File: config.mk
export PLATFORM = sky130hd
export DESIGN_NAME = serial_out
export DESIGN_NICKNAME = d
export VERILOG_FILES = /design/src/rtl/serial_out_pkg.sv /design/src/rtl/key_debounce.sv /design/src/rtl/serial_out.sv
export SDC_FILE = /design/constraint.sdc
export NUM_CORES = 1
export LEC_CHECK = 0
export BUFFER_PORTS_ARGS = -buffer_cell sky130_fd_sc_hd__buf_2
export CAP_MARGIN = 20
export CORE_UTILIZATION = 55
export DETAILED_ROUTE_END_ITERATION = 10
export GPL_ROUTABILITY_DRIVEN = 0
export PLACE_DENSITY = 0.8
export SLEW_MARGIN = 15
export SYNTH_ARGS = -nofsm -noshare
export SYNTH_HDL_FRONTEND = slang
export SYNTH_SLANG_ARGS = --single-unit
File: constraint.sdc
create_clock -name clk -period 2.14 [get_ports clk]
set_input_delay 0.214 -clock clk [delete_from_list [all_inputs] [get_ports clk]]
set_output_delay 0.214 -clock clk [all_outputs]
set_load 0.01 [all_outputs]
File: src/rtl/serial_out_pkg.sv
// serial_out_pkg: shared types and defaults for the bit-serial LED presenter
package serial_out_pkg;
  typedef enum logic [1:0] {IDLE, SHOW, DONE} state_t;
  localparam int DEFAULT_WIDTH = 8;
  localparam int DEFAULT_DEBOUNCE_CYCLES = 50000;
  localparam logic LED_OFF = 1'b1;
endpackage

File: src/rtl/key_debounce.sv
// key_debounce: synchronizes and debounces an active-low key, pulsing press on each debounced fall
module key_debounce
  import serial_out_pkg::*;
#(
  parameter int DEBOUNCE_CYCLES = DEFAULT_DEBOUNCE_CYCLES
) (
  input  logic clk,
  input  logic k1,
  input  logic k_raw,
  output logic press
);
  localparam int CW = $clog2(DEBOUNCE_CYCLES);
  logic s1, k_s, level, flip;
  logic [CW-1:0] cnt;
  // level accepts k_s only after DEBOUNCE_CYCLES consecutive disagreeing samples
  assign flip = (k_s != level) && (cnt == CW'(DEBOUNCE_CYCLES - 1));
  always_ff @(posedge clk or negedge k1) begin
    if (!k1) begin
      s1 <= 1'b1;
      k_s <= 1'b1;
      level <= 1'b1;
      cnt <= '0;
      press <= 1'b0;
    end else begin
      s1 <= k_raw;
      k_s <= s1;
      cnt <= (k_s == level || flip) ? '0 : cnt + 1'b1;
      level <= flip ? k_s : level;
      press <= flip & ~k_s;
    end
  end
endmodule

File: src/rtl/serial_out.sv
// serial_out: latches a word and steps it LSB first onto an active-low LED, one bit per key press
module serial_out
  import serial_out_pkg::*;
#(
  parameter int WIDTH = DEFAULT_WIDTH,
  parameter int DEBOUNCE_CYCLES = DEFAULT_DEBOUNCE_CYCLES
) (
  input  logic                     clk,
  input  logic                     k1,
  input  logic                     k0,
  input  logic                     load,
  input  logic [WIDTH-1:0]         data,
  output logic                     led_bit,
  output logic [$clog2(WIDTH)-1:0] bit_idx,
  output logic                     busy,
  output logic                     done
);
  localparam int IW = $clog2(WIDTH);
  localparam logic [IW-1:0] LAST = IW'(WIDTH - 1);
  state_t state, state_nx;
  logic [WIDTH-1:0] shreg;
  logic press, last, accept, step;
  key_debounce #(.DEBOUNCE_CYCLES(DEBOUNCE_CYCLES)) u_key (
    .clk  (clk),
    .k1   (k1),
    .k_raw(k0),
    .press(press)
  );
  // load only counts outside SHOW, and then it pre-empts a coincident press
  assign accept = load && state != SHOW;
  assign last = bit_idx == LAST;
  assign step = state == SHOW && press;
  always_ff @(posedge clk or negedge k1) begin
    if (!k1) state <= IDLE;
    else state <= state_nx;
  end
  always_comb begin
    state_nx = accept ? SHOW : (step && last) ? DONE : state;
  end
  always_ff @(posedge clk or negedge k1) begin
    if (!k1) begin
      shreg <= '0;
      bit_idx <= '0;
    end else if (accept) begin
      shreg <= data;
      bit_idx <= '0;
    end else if (step && !last) begin
      shreg <= shreg >> 1;
      bit_idx <= bit_idx + 1'b1;
    end
  end
  always_comb begin
    busy = state == SHOW;
    done = state == DONE;
    led_bit = busy ? ~shreg[0] : LED_OFF;
  end
endmodule

==> metrics.yaml, run 1 <==
hpwlAfterDp_mm: 1.84
cts_buffers: 5
finalCoreUtilization: 0.673
yosysTopAreaCell: "dfrtp_1"
p_seq_frac: 0.624
synthCells: 138
holdWs_ns: 0.0677
ys_ff_latch: 33
synth.net_count: 153
drc_errors: 0
worst_setup_hold_path_clk_slew_ns: 0.11
clk_latency_ns: 0.35
die_w_um: 55.1
avgSynthCellArea_um2: 11.2
comb_power_share: 0.061
arrival_ns: 2.07
slew_headroom: 0.533
netlist_area_um2: 1550
ys_seq_area_frac: 0.535
crit_start: "bit_idx[0]"
worst_ir_drop_vdd_v: 0.000446
fin_worst_skew_ns: 0.0150
ys.flop_type: "dfrtp_1"
finalCritPeriodShare: 0.858
reg2reg_from: "bit_idx[0]"
slew_violations: 0
core_area_um2: 2570
period_needed_ns: 1.84
fmax_mhz: 545
ios: 18
area.growth.synth_to_final_pct: 11.4
setup_tns_ns: 0
powerDensity_nw_per_um2: 627
grt_max_degree: 34
cts_max_path_buffers: 2
finalHoldViolations: 0
cts.sinks: 33
drive_above_1_share: 0.259
cts_tree: "done"
rsz0062_at_grt: "false"
endpoint: "bit_idx[0]"
synth_warnings: 0
row_count: 18
placed_cells: 182
fin_cells: 192
via_per_inst: 5.54
path_max_fanout: 11
run_status: "completed"
n_antenna_cell: 0
htree_levels: 2
grt_pass1_vias: 1017
maxCapViolCount: 0
grt_pass1_wl_mm: 4.63
ys_async_sr_fraction: 1.00
finalWirelength_mm: 2.67
drtAntennaViolNets: 0
initial_core_util: 0.604
clkPwrFrac: 0.315
gr-usage-all-layers: 0.225
required_ns: 2.37
ctsResizeCount: 0
yosys.cell_types.count: 35
yosys-top-cells-area: "dfrtp_1 (48%), xnor2_1 (6.8%), dfstp_2 (5.1%), nor2_1 (3.9%), nand2_1 (3.6%)"
yosys.cell_count.top_type: "dfrtp_1"
worst_slew_pin_slew_ns: 0.701
critPathCaptureType: "flip-flop"
die_area_um2: 3030
synth_edf_count: 0
drt_iter0_drc: 28
yosysTopAreaCellShare: 0.484
root_buffer: "clkbuf_4"
nFillCells: 203
drt_pre_antenna_iters: 4
worst_setup_path_start_kind: "flip-flop"
fp.dieH_um: 55.1
wl_per_cell_um: 13.9
timing.rr.end: "bit_idx[0]"
vias: 1063
p_sw_frac: 0.254
leakagePower_nw: 0.760
p_sw_w: 0.000275
antenna_found_initial: 0
r2r_slack_ns: 0.30
grt_overflow: 0
portBuffers: 17
nets: 176
ys_top_cells_by_count: "dfrtp_1 (30), nor2_1 (16), nand2_1 (15)"
intPower_w: 0.000807
rr_worst_depth: 5
hp-class: "input pin to flip-flop"
setup_viol: 0
path_class: "flip-flop to flip-flop"
-- state kept, by name, summed over array words and instances, names as in the netlist --
name and flops:
bit_idx 3, shreg 8, state 2, u_key.cnt 16, u_key.k_s 1, u_key.level 1, u_key.press 1, u_key.s1 1
-- kinds of logic after synthesis --
kind of cell,share of synthesized area
xor gates and xnor gates,0.0847
muxes,0.0339
and+or+nand+nor,0.235
DFF,0.535
adders and majority gates,0.0242
buffers and inverters,0.0258
AOI/OAI and AO/OA,0.0613
-- worst max-delay path, stage by stage, from the launching register on --
cell and delay [ns]:
dfrtp_1 0.42, ha_1 0.21, ha_1 0.19, and4bb_2 0.49, a21oi_2 0.14, mux2_2 0.29
-- routing by layer --
layer  track usage  share of wire  vias up
li1              -              -      526
met1         0.292           0.48      514
met2         0.353           0.47       18
met3        0.0738          0.039        5
met4        0.0750          0.016        0
met5             0              0        -
-- per-stage QoR --
step	area [um2]	setup WS [ns]	power, W
after floorplan	1550	0.470	0.000716
after global placement	1650	0.412	0.000748
after detailed placement	1650	0.322	0.000752
after CTS	1730	0.294	0.00109
after global routing	1730	0.222	0.00113
final	1730	0.305	0.00108
-- how the worst min path moves through the flow --
| stage | startpoint | end | slack (ns) | cells past startpoint |
|---|---|---|---|---|
| 6_report | data[1] | shreg[1] | 0.07 | 3 |
| 5_1_grt | data[1] | shreg[1] | 0.08 | 3 |
| 4_1_cts | data[3] | shreg[3] | 0.06 | 3 |
| 3_5_place_dp | k1 | shreg[1] | 0.31 | 1 |
| 3_3_place_gp | k1 | shreg[1] | 0.30 | 1 |
| 2_1_floorplan | k1 | bit_idx[0] | -0.08 | 0 |
-- cell type report --
cell class              instances  area [um2]  share of cell area
clock buffers                   5        37.5              0.0217
clock inverters                 3        17.5              0.0101
inverters                       5        18.8              0.0109
multi-input cells              97         681               0.394
flip-flops and latches         33         830               0.480
well taps                      30        37.5              0.0217
repair buffers                 19         105              0.0609
-- power by group through the flow --
stage / clock network (W) / logic [W] / registers [W]
6_report: 0.000341 / 0.0000658 / 0.000676
5_1_grt: 0.000370 / 0.0000787 / 0.000680
4_1_cts: 0.000350 / 0.0000679 / 0.000676
3_5_place_dp: 0 / 0.0000651 / 0.000687
3_3_place_gp: 0 / 0.0000618 / 0.000686
2_1_floorplan: 0 / 0.0000353 / 0.000681
-- repair_timing --
item                       CTS  global route
hold endpoints to repair    31             0
hold buffers                 2             0
setup endpoints to repair    0             0
buffers inserted             0             0
-- cell usage in the layout, fill, tap and decap left out, types with 2 or more instances in the layout --
cell type,count
ha_1,3
buf_2,17
nand3_1,5
nand2_1,15
and3_1,2
xor2_1,3
dfrtp_1,30
clkbuf_4,5
nand4_2,2
dlygate4sd3_1,2
inv_1,5
o21ai_1,3
xnor2_1,12
nand4_1,2
nor3_1,4
nor2_2,2
dfstp_2,3
clkinv_2,2
nor4_2,4
nor2_1,16
mux2i_1,3
a22o_1,3
a22oi_1,4
(Power assumes the default switching activity.)
==> run 2: changes to the inputs <==
ABC_AREA = 1   (was not set)
==> metrics.yaml, run 2 <==
run_status: "completed"
synthCells: 204
synth_mux_area_frac: 0
ys_seq_area_frac: 0.507
ys_top_cells_by_count: "nand2_1 (68), nor2_1 (34), dfrtp_1 (30)"
finalHoldViolations: 0
ys.flop_type: "dfrtp_1"
rsz0062_at_grt: "false"
period_needed_ns: 1.59
drive_above_1_share: 0.170
clk_latency_ns: 0.36
worst_ir_drop_vdd_v: 0.000688
final_area_um2: 1850
die_area_um2: 3200
synth_edf_count: 0
fp.dieH_um: 56.6
synth-simple-area-share: 0.355
top_register: "u_key.cnt"
critPathMaxStageDelay_ns: 0.43
setup_viol: 0
ys_ff_latch: 33
grt_pass1_vias: 1296
largest_reg_flops: 16
critPathMostFrequentCell: "ha_1"
root_buffer: "clkbuf_4"
core_area_um2: 2780
drt_pre_antenna_iters: 6
yosys-top-cells-area: "dfrtp_1 (46%), nand2_1 (16%), nor2_1 (7.8%), nand3_1 (4.9%), dfstp_2 (4.8%)"
worst_setup_hold_path_clk_slew_ns: 0.12
synthXorXnorAreaFrac: 0.0428
path_class: "flip-flop to flip-flop"
finalWirelength_mm: 3.09
row_count: 19
cts_tree: "done"
yosys.cell_types.count: 23
synth-adder-area-share: 0.0229
final_cell_mix: "nand2_1 (68), nor2_1 (34), dfrtp_1 (30), buf_2 (17), nand3_1 (16)"
top_regs: "u_key.cnt: 16 flops, shreg: 8 flops, bit_idx: 3 flops"
rr_worst_depth: 7
timing.rr.end: "shreg[5]"
dpl_cell_area_um2: 1750
die_w_um: 56.6
nFillCells: 252
reg2reg_from: "bit_idx[0]"
worst_slew_pin_slew_ns: 0.709
finalCritPeriodShare: 0.742
antenna_found_initial: 0
avgSynthCellArea_um2: 8.02
via_per_inst: 5.29
cts.sinks: 33
cts_max_path_buffers: 2
hp-class: "input pin to flip-flop"
netlist_area_um2: 1640
slew_violations: 0
slew_headroom: 0.527
synth_compound_area_frac: 0.0199
multi_input_area_um2: 721
power_w: 0.00134
gr-usage-all-layers: 0.224
crit_start: "bit_idx[0]"
grt_max_degree: 34
drt_iter0_drc: 52
portBuffers: 17
fmax_mhz: 629
initial_core_util: 0.588
required_ns: 2.40
nets: 244
r2r_slack_ns: 0.55
crit_chain: "ha_1 > ha_1 > nor2_1 > buf_4 > nor2_2 > nand2_1 > nand3_1"
fin_worst_skew_ns: 0.0142
slowest_stage: "dfrtp_1"
synth_warnings: 0
drc_errors: 0
ios: 18
vias: 1381
area.growth.synth_to_final_pct: 13.0
yosysTopAreaCellShare: 0.459
grt_pass1_wl_mm: 5.42
hpwlAfterDp_mm: 2.23
path_max_fanout: 10
endpoint: "shreg[5]"
yosys.cell_count.top_type: "nand2_1"
regArea_um2: 830
setup_tns_ns: 0
synth.net_count: 219
maxCapViolCount: 0
layout_commonest_cell: "nand2_1"
arrival_ns: 1.85
ys_async_sr_fraction: 1.00
cts_buffers: 5
synth_top_family_by_area: "simple AND/OR/NAND/NOR gates"
grt_overflow: 0
critPathCaptureType: "flip-flop"
finalCoreUtilization: 0.665
leakagePower_nw: 0.855
worst_setup_path_start_kind: "flip-flop"
wl_per_cell_um: 11.8
drtAntennaViolNets: 0
powerDensity_nw_per_um2: 726
n_antenna_cell: 0
htree_levels: 2
yosysTopAreaCell: "dfrtp_1"
run 2: changes by cell type after synthesis, moves of 3 or more:
cell and change:
nand2_1 +53, nand4_1 +6, nor3_1 -3, a22o_1 -3, xor2_1 +4, inv_1 +10, nor2_1 +18, nor4_2 -4
xnor2_1 -11, nand3_1 +11, a22oi_1 -4, mux2i_1 -3
run 2: metrics by stage:
| stage | setup slack [ns] | instances | hold WS (ns) |
|---|---|---|---|
| final | 0.551 | 261 | 0.0625 |
| after global routing | 0.427 | 261 | 0.0602 |
| after CTS | 0.544 | 261 | 0.0597 |
| after detailed placement | 0.568 | 251 | 0.303 |
| after global placement | 0.650 | 251 | 0.305 |
| after floorplan | 0.783 | 204 | -0.0816 |
run 2: what timing repair did:
item                      CTS  global route
buffers inserted            0             0
gates resized for setup     0             0
hold buffers                2             0
hold endpoints to repair   31             0
run 2: cell type report:
type	count	area share
Sequential cell	33	0.449
Clock inverter	3	0.0250
Tap cell	31	0.0210
Inverter	17	0.0345
Timing Repair Buffer	20	0.0609
Clock buffer	5	0.0203
Multi-Input combinational cell	152	0.390
run 2: power by group:
part | internal, W | total [W] | switching (W)
clock | 0.000247 | 0.000477 | 0.000230
combinational | 0.0000570 | 0.000135 | 0.0000780
sequential | 0.000690 | 0.000731 | 0.0000416
total | 0.000994 | 0.00134 | 0.000349
run 2: worst min-delay path by stage:
stage / start / to / depth (start not counted)
after detailed placement: k1 / shreg[3] / 1
final: data[2] / shreg[2] / 3
after global placement: k1 / shreg[2] / 1
after CTS: data[7] / shreg[7] / 3
after global routing: data[5] / shreg[5] / 3
after floorplan: k1 / bit_idx[0] / 0
run 2: worst max-delay path, delay by kind of cell, from the launching register on:
kind,cells,cell delay [ns]
buf+inv,1,0.20
flops,1,0.43
fa+ha+maj,2,0.41
simple gates,4,0.45
run 2: cell families (layout without fill, tap and decap cells):
family,count (synthesis),after routing
XOR/XNOR,8,8
flip-flops,33,33
AND/OR/NAND/NOR,135,135
adder cells (fa/ha/maj),3,3
AO/OA/AOI/OAI,6,6
buffers and inverters,19,45
run 2: metal layers:
layer  part of all wire  global-route usage
met5                  0                   0
met4              0.023               0.129
met3              0.046              0.0530
met2               0.45               0.350
met1               0.48               0.285
==> run 3: changes to the inputs <==
clock period = 1.6 ns   (was 2.14 ns; I/O delays follow)
==> metrics.yaml, run 3 (synthesized netlist as in run 2, its figures left out) <==
top_register: "u_key.cnt"
clk_latency_ns: 0.34
r2r_slack_ns: 0.15
crit_start: "bit_idx[0]"
fp.dieH_um: 56.6
finalCritPeriodShare: 0.906
grt_overflow: 0
top_regs: "u_key.cnt: 16 flops, shreg: 8 flops, bit_idx: 3 flops"
setup_viol: 0
drt_pre_antenna_iters: 4
worst_setup_path_start_kind: "flip-flop"
rr_worst_depth: 6
cts_tree: "done"
worst_setup_hold_path_clk_slew_ns: 0.10
nFillCells: 237
via_per_inst: 5.16
final_area_um2: 1850
required_ns: 1.86
n_antenna_cell: 0
cts_max_path_buffers: 2
hpwlAfterDp_mm: 2.14
path_class: "flip-flop to flip-flop"
hold_start: "data[2]"
hp-class: "input pin to flip-flop"
worst_slew_pin_slew_ns: 0.701
arrival_ns: 1.71
rsz0062_at_grt: "false"
drt_iter0_drc: 66
finalHoldViolations: 0
fin_worst_skew_ns: 0.0153
timing.rr.end: "shreg[6]"
final_cell_mix: "nand2_1 (68), nor2_1 (33), dfrtp_1 (30), buf_2 (17), nand3_1 (16)"
largest_reg_flops: 16
setup_tns_ns: 0
reg2reg_from: "bit_idx[0]"
row_count: 19
fmax_mhz: 690
area.growth.synth_to_final_pct: 13.2
drc_errors: 0
grt_pass1_vias: 1221
core_area_um2: 2780
antenna_found_initial: 0
powerDensity_nw_per_um2: 973
die_area_um2: 3200
drive_above_1_share: 0.170
slew_violations: 0
gr-usage-all-layers: 0.214
placed_cells: 251
grt_pass1_wl_mm: 5.14
slew_headroom: 0.533
portBuffers: 17
grt_max_degree: 34
layout_commonest_cell: "nand2_1"
worst_ir_drop_vdd_v: 0.000766
cts_buffers: 5
run_status: "completed"
wl_per_cell_um: 11.7
period_needed_ns: 1.45
finalWirelength_mm: 3.07
die_w_um: 56.6
root_buffer: "clkbuf_4"
initial_core_util: 0.588
cts_setup_buffers: 0
drtAntennaViolNets: 0
htree_levels: 2
power_w: 0.00180
cts.sinks: 33
nets: 244
hold_end: "shreg[2]"
ios: 18
holdPathStages: 3
dpl_cell_area_um2: 1750
path_max_fanout: 9
fin_cells: 261
maxCapViolCount: 0
vias: 1347
critPathCaptureType: "flip-flop"
leakagePower_nw: 0.858
==> run 3: metrics by stage <==
stage | setup slack, ns | hold slack, ns | utilization
floorplan | 0.243 | -0.136 | -
global placement | 0.137 | 0.239 | 0.628
detailed placement | 0.122 | 0.244 | 0.628
CTS | 0.0950 | 0.0297 | 0.665
global route | 0.0131 | 0.0422 | 0.666
finish | 0.150 | 0.0324 | 0.666
==> run 3: final cells by class <==
class | instances | area [um2] | share of cell area
well taps | 31 | 38.8 | 0.0209
multi-input cells | 152 | 723 | 0.390
flip-flops and latches | 33 | 830 | 0.448
clock inverters | 1 | 30.0 | 0.0162
clock buffers | 7 | 55.1 | 0.0297
repair buffers | 20 | 113 | 0.0608
inverters | 17 | 63.8 | 0.0344
==> run 3: critical path, cell delays in order (launching register included) <==
cell     delay [ns]
dfrtp_1        0.43
ha_1           0.21
ha_1           0.22
nor2_2         0.18
buf_4          0.19
nand2_1        0.06
nand3_1        0.09
==> run 3: timing repair <==
item | in CTS | in global routing
hold buffers | 2 | 0
resized for setup | 0 | 1
endpoints found under the setup margin | 0 | 6
hold endpoints to repair | 31 | 0
==> run 3: layer usage <==
metal  share of wire  wire length (um)  vias to the layer above  global-route usage
met5               0                 0                        -                   0
li1                -                 -                      690                   -
met4          0.0055                17                        0              0.0801
met2            0.45              1380                       39               0.329
met3           0.058               179                        2              0.0968
met1            0.49              1490                      616               0.264
==> run 3: power breakdown <==
group          switching, W  internal (W)  leakage [nW]
sequential        0.0000510      0.000922         0.428
combinational      0.000106     0.0000763         0.385
clock              0.000274      0.000373        0.0455
total              0.000432       0.00137         0.858
==> run 3: worst max path at each step <==
stage / to / depth (start not counted) / slack, ns
after floorplan: bit_idx[0] / 6 / 0.24
after global placement: shreg[0] / 6 / 0.14
after detailed placement: shreg[0] / 6 / 0.12
after CTS: shreg[6] / 6 / 0.09
after global routing: shreg[5] / 7 / 0.01
final: shreg[6] / 6 / 0.15
